===== src/rtl/multicycle_control_unit.sv =====
// Moore-FSM sequencer for the multicycle MIPS datapath: fetch/decode/execute/
// memory/writeback over several clocks, with memory-ready stalls and a mul wait.
module multicycle_control_unit #(
   parameter int ALUC_W     = 3,
   parameter int MUL_CYCLES = 4,
   parameter int CNT_W      = 4
) (
   input  logic              clk,
   input  logic              rst,
   input  logic [5:0]        opcode,
   input  logic [5:0]        funct,
   input  logic              zero,
   input  logic              mem_ready,
   output logic              iord,
   output logic              mem_write,
   output logic              ir_write,
   output logic              reg_dst,
   output logic              mem_to_reg,
   output logic              reg_write,
   output logic              alu_src_a,
   output logic [1:0]        alu_src_b,
   output logic [ALUC_W-1:0] alu_control,
   output logic [1:0]        pc_src,
   output logic              pc_en,
   output logic              busy_mul,
   output logic              illegal_op,
   output logic [3:0]        state_o
);

   typedef enum logic [3:0] {
      FETCH    = 4'd0,
      DECODE   = 4'd1,
      MEMADR   = 4'd2,
      MEMREAD  = 4'd3,
      MEMWB    = 4'd4,
      MEMWRITE = 4'd5,
      EXECUTE  = 4'd6,
      ALUWB    = 4'd7,
      BRANCH   = 4'd8,
      ADDIEXEC = 4'd9,
      ADDIWB   = 4'd10,
      JUMP     = 4'd11,
      MULWAIT  = 4'd12
   } state_t;

   localparam logic [5:0] OP_RTYPE = 6'b000000;
   localparam logic [5:0] OP_LW    = 6'b100011;
   localparam logic [5:0] OP_SW    = 6'b101011;
   localparam logic [5:0] OP_BEQ   = 6'b000100;
   localparam logic [5:0] OP_ADDI  = 6'b001000;
   localparam logic [5:0] OP_J     = 6'b000010;

   localparam logic [5:0] F_ADD = 6'b100000;
   localparam logic [5:0] F_SUB = 6'b100010;
   localparam logic [5:0] F_SLT = 6'b101010;
   localparam logic [5:0] F_MUL = 6'b011100;

   localparam logic [ALUC_W-1:0] ALU_ADD = ALUC_W'(3'b010);
   localparam logic [ALUC_W-1:0] ALU_SUB = ALUC_W'(3'b100);
   localparam logic [ALUC_W-1:0] ALU_SLT = ALUC_W'(3'b110);
   localparam logic [ALUC_W-1:0] ALU_MUL = ALUC_W'(3'b101);

   // Counter is loaded with MUL_CYCLES-1 so MULWAIT lasts exactly MUL_CYCLES cycles.
   localparam logic [CNT_W-1:0] MUL_LOAD = (MUL_CYCLES > 0) ? CNT_W'(MUL_CYCLES - 1) : '0;

   state_t           state_q, state_d, disp_state;
   logic [CNT_W-1:0] cnt_q, cnt_d;
   logic             pc_write, branch;

   always_ff @(posedge clk) begin
      if (rst) begin
         state_q <= FETCH;
         cnt_q   <= '0;
      end else begin
         state_q <= state_d;
         cnt_q   <= cnt_d;
      end
   end

   always_comb begin
      state_d = FETCH;
      cnt_d   = cnt_q;
      case (state_q)
         FETCH:    state_d = mem_ready ? DECODE : FETCH;
         DECODE: begin
            case (opcode)
               OP_LW, OP_SW: state_d = MEMADR;
               OP_RTYPE:     state_d = EXECUTE;
               OP_BEQ:       state_d = BRANCH;
               OP_ADDI:      state_d = ADDIEXEC;
               OP_J:         state_d = JUMP;
               default:      state_d = FETCH;
            endcase
         end
         MEMADR:   state_d = (opcode == OP_LW) ? MEMREAD : MEMWRITE;
         MEMREAD:  state_d = mem_ready ? MEMWB : MEMREAD;
         MEMWRITE: state_d = mem_ready ? FETCH : MEMWRITE;
         EXECUTE: begin
            if ((funct == F_MUL) && (MUL_CYCLES > 0)) begin
               cnt_d   = MUL_LOAD;
               state_d = MULWAIT;
            end else begin
               state_d = ALUWB;
            end
         end
         MULWAIT: begin
            if (cnt_q == '0) begin
               state_d = ALUWB;
            end else begin
               cnt_d   = cnt_q - CNT_W'(1);
               state_d = MULWAIT;
            end
         end
         ADDIEXEC: state_d = ADDIWB;
         default:  state_d = FETCH;
      endcase
   end

   // While reset is held the outputs show FETCH values with every strobe suppressed.
   always_comb begin
      disp_state  = rst ? FETCH : state_q;
      iord        = 1'b0;
      mem_write   = 1'b0;
      ir_write    = 1'b0;
      reg_dst     = 1'b0;
      mem_to_reg  = 1'b0;
      reg_write   = 1'b0;
      alu_src_a   = 1'b0;
      alu_src_b   = 2'b00;
      alu_control = ALU_ADD;
      pc_src      = 2'b00;
      busy_mul    = 1'b0;
      illegal_op  = 1'b0;
      pc_write    = 1'b0;
      branch      = 1'b0;
      case (disp_state)
         FETCH: begin
            alu_src_b = 2'b01;
            ir_write  = mem_ready;
            pc_write  = mem_ready;
         end
         DECODE: begin
            alu_src_b  = 2'b11;
            illegal_op = !(opcode inside {OP_LW, OP_SW, OP_RTYPE, OP_BEQ, OP_ADDI, OP_J});
         end
         MEMADR: begin
            alu_src_a = 1'b1;
            alu_src_b = 2'b10;
         end
         MEMREAD:  iord = 1'b1;
         MEMWB: begin
            mem_to_reg = 1'b1;
            reg_write  = 1'b1;
         end
         MEMWRITE: begin
            iord      = 1'b1;
            mem_write = 1'b1;
         end
         EXECUTE: begin
            alu_src_a = 1'b1;
            case (funct)
               F_SUB:   alu_control = ALU_SUB;
               F_SLT:   alu_control = ALU_SLT;
               F_MUL:   alu_control = ALU_MUL;
               F_ADD:   alu_control = ALU_ADD;
               default: alu_control = ALU_ADD;
            endcase
         end
         MULWAIT: begin
            alu_src_a   = 1'b1;
            alu_control = ALU_MUL;
            busy_mul    = 1'b1;
         end
         ALUWB: begin
            reg_dst   = 1'b1;
            reg_write = 1'b1;
         end
         BRANCH: begin
            alu_src_a   = 1'b1;
            alu_control = ALU_SUB;
            branch      = 1'b1;
            pc_src      = 2'b01;
         end
         ADDIEXEC: begin
            alu_src_a = 1'b1;
            alu_src_b = 2'b10;
         end
         ADDIWB:   reg_write = 1'b1;
         JUMP: begin
            pc_src   = 2'b10;
            pc_write = 1'b1;
         end
         default: ;
      endcase
      pc_en = pc_write | (branch & zero);
      if (rst) begin
         mem_write  = 1'b0;
         ir_write   = 1'b0;
         reg_write  = 1'b0;
         pc_en      = 1'b0;
         illegal_op = 1'b0;
         busy_mul   = 1'b0;
      end
      state_o = disp_state;
   end

endmodule


===== config.mk =====
export PLATFORM = sky130hd
export DESIGN_NAME = multicycle_control_unit
export DESIGN_NICKNAME = d
export VERILOG_FILES = /design/src/rtl/multicycle_control_unit.sv
export SDC_FILE = /design/constraint.sdc
export NUM_CORES = 1
export LEC_CHECK = 0
export CORE_UTILIZATION = 43
export CTS_CLUSTER_SIZE = 24
export DETAILED_ROUTE_END_ITERATION = 10
export HOLD_SLACK_MARGIN = 0.05
export MAX_ROUTING_LAYER = met4
export PLACE_DENSITY = 0.87
export REMOVE_ABC_BUFFERS = 1
export SETUP_SLACK_MARGIN = 0.02
export SLEW_MARGIN = 20
export SYNTH_ARGS = -nofsm -noshare
export SYNTH_HDL_FRONTEND = slang
export SYNTH_SLANG_ARGS = --single-unit

===== constraint.sdc =====
create_clock -name clk -period 2.2 [get_ports clk]
set_clock_uncertainty 0.2 [all_clocks]
set_input_delay 0.44 -clock clk [delete_from_list [all_inputs] [get_ports clk]]
set_output_delay 0.44 -clock clk [all_outputs]
set_load 0.01 [all_outputs]

==> key figures <==
Critical path
  – Worst path arrival time: 1700 ps
  – Critical path type: flip-flop to output port
  – Worst Path Max Fanout: 7
  – Worst reg2reg path endpoint: cnt_q[3]
  – Reg2Reg Launch Point: cnt_q[0]
  – CP required: about 1600 ps
  – Cells on worst reg2reg path: 7
  – R2R Setup Slk: ~190 ps
  – Type of element launching the critical path: flip-flop
  – Critical Path Sink Type: output port

CTS
  – Hold Buf Count CTS: 0
  – Sink Count: 8
  – Root buf cell: clkbuf_4
  – Skew-Pair Late Insertion Delay: 270 ps
  – Clock buffer count from CTS: 3
  – Worst-path clk slew: 60 ps
  – H-Tree Depth: 1
  – CTS tree: built
  – Clock buffer depth: 2

Timing
  – Final setup fails: 5
  – Final min period: around 2300 ps
  – Tightest Pin Transition: around 440 ps
  – RSZ-0062 raised after global routing: true
  – Final worst setup slack: -138 ps
  – Hold Fails Final Rpt: 0
  – Fmax: between 0.4 and 0.5 GHz
  – Max-slew headroom: ~70%
  – Setup TNS: -272 ps
  – Final worst path period share: 106%
  – Final Max Tran Viols: 0

Placement
  – Placer congestion estimate: 0.883
  – Placement Setup Slack: -675 ps
  – # port buffers: 36
  – DP HPWL: between 2000 and 3000 µm

Drt
  – Final WL: 4560 µm
  – Starting DRT DRC Count: 91
  – DR vias/cell: ~6.4
  – Routed Antenna Nets: 0
  – Via Count: 1512
  – Routed wire length per instance: ~19 µm
  – DRC: 0
  – Pre-Repair DR Iteration Count: 6

GRT
  – First-pass GRT wire length: 7250 µm
  – Global Route Usage Sum: a little over two fifths
  – Grt ovf: 0
  – Initial antenna violation count: 0
  – Largest net degree at the start of global routing: 13
  – Vias in the first global route: around 1600

Floorplanning
  – Row count: 16
  – Die Area: approximately 2300 µm²
  – DIE HEIGHT: 48.5 µm
  – Die Wd: roughly 48 µm
  – Initial core utilization: a little under half
  – IO Count: 37
  – Core ar.: roughly 2000 µm²

Power and ir drop
  – Leak pwr: 0.799 nW
  – Clock Power Share: 27.0%
  – Switching Share: around 32%
  – Power per cell area: approximately 250 nW/µm²
  – P_sw: 0.141 mW
  – VDD IR max: around 0.34 mV
  – Internal power: 0.293 mW
  – Combinational group share of total power: between 30 and 40%
  – Sequential power share: about a third
  – Total power: about 0.43 mW

Synth
  – Post-synthesis cell type count: 46
  – Synthesized area: around 930 µm²
  – Synth Area in XOR/XNOR: about 2.8%
  – Async set-reset flop share out of synthesis: 0%
  – Flops & latches, synth: 8
  – Syn avg cell area: 6.98 µm²
  – Largest family of logic cells by synthesized area: simple AND/OR/NAND/NOR gates
  – Sequential-to-total area share from yosys stat: 17.3%
  – Ys Warns: 0
  – Mux share of post-synthesis cell area: 0%
  – Post-synthesis adder-cell area fraction: under 10%
  – Simple-gate share of the synthesized area: about 45%
  – Cells after Synth: 133
  – Compound-gate portion of the synthesized area: approximately 27%
  – Post-synth EDFFs: 0
  – Most used DFF post-synth: dfxtp_1

Run status
  – Failing checks: negative setup slack
  – Status: finished, violations left

Layout
  – Layout cells sized above 1: between 40% and 50%
  – Nets@finish: 230
  – Area grow syn2layout: 84.9%
  – Leading cell type in the layout, fill and taps excluded: buf_4
  – Most frequent cells in the layout: 46 x buf_4, 12 x nor2_1, 11 x dlygate4sd2_1
  – ANT cells: 0

Worst hold path
  – Worst Hold Class: flip-flop to flip-flop
  – Hold Path End: cnt_q[2]
  – Hold path depth: 2
  – Hold path start: cnt_q[2]

Job
  – Max-cap violations: 0
==> logic make-up after synthesis <==
kind of cell	count (synthesis)
compound gates	38
xor+xnor	3
fa+ha+maj	1
buf+inv	14
flops	8
simple gates	69
==> cell type report <==
cell class              instances  area, µm²
well taps                      27       33.8
repair buffers                 84        636
multi-input cells             111        836
flip-flops and latches          8        170
clock buffers                   3       22.5
inverters                       5       18.8
fillers                       107        285
==> worst max-delay path, stage by stage (launching register included) <==
cell	delay, ps
dfxtp_4	360
buf_4	170
and2b_2	280
a21oi_1	100
nor3b_1	310
buf_2	200
==> repair_timing <==
| action | 4_1_cts | 5_1_grt |
|---|---|---|
| gates resized for setup | 94 | 30 |
| buffers inserted | 4 | 3 |
| pin swaps | 13 | 9 |
| setup endpoints to repair | 21 | 16 |
==> worst max path at each step <==
stage,start,endpoint,slack [ps],cells after the start
floorplan,state_q[0],illegal_op,80,3
global route,state_q[3],alu_control[0],-140,5
CTS,state_q[2],alu_control[1],-100,5
global placement,rst,illegal_op,-630,4
finish,state_q[3],alu_control[0],-140,5
detailed placement,rst,alu_control[1],-670,6
==> stage by stage <==
step / utilization, % / cells / hold WS (ps) / cell area (µm²)
6_report: 85.8 / 238 / 301 / 1720
5_1_grt: 85.8 / 238 / 338 / 1720
4_1_cts: 83.6 / 235 / 297 / 1670
3_5_place_dp: 79.1 / 228 / 290 / 1580
3_3_place_gp: 79.1 / 228 / 258 / 1580
2_1_floorplan: - / 124 / 250 / 881
==> power groups by stage <==
stage	sequential (mW)	combinational (mW)	clock, mW
5_1_grt	0.148	0.178	0.129
3_3_place_gp	0.152	0.144	0
4_1_cts	0.150	0.150	0.118
2_1_floorplan	0.158	0.0450	0
6_report	0.148	0.169	0.117
3_5_place_dp	0.152	0.149	0
==> per-layer routing <==
layer / GRT usage (%) / wire length [µm] / up-vias
met5: - / 0 / -
met2: 68.8 / 2120 / 141
met3: 15.7 / 517 / 44
met1: 42.2 / 1660 / 669
li1: - / - / 658
met4: 25.0 / 267 / 0
==> cell usage after synthesis (4+ instances only) <==
cell	n	share of area [%]
inv_1	5	2.0
nand2_1	10	4.0
nor2_1	13	5.3
nor2b_1	7	4.7
nor3_1	9	4.9
o21ai_0	7	3.8
a21oi_1	10	5.4
dfxtp_1	8	17
clkbuf_1	4	1.6
==> flip-flops by register name (all words and copies together), names as in the netlist <==
name     flops
state_q      4
cnt_q        4
Note: power is estimated with default switching activity, not from simulation.
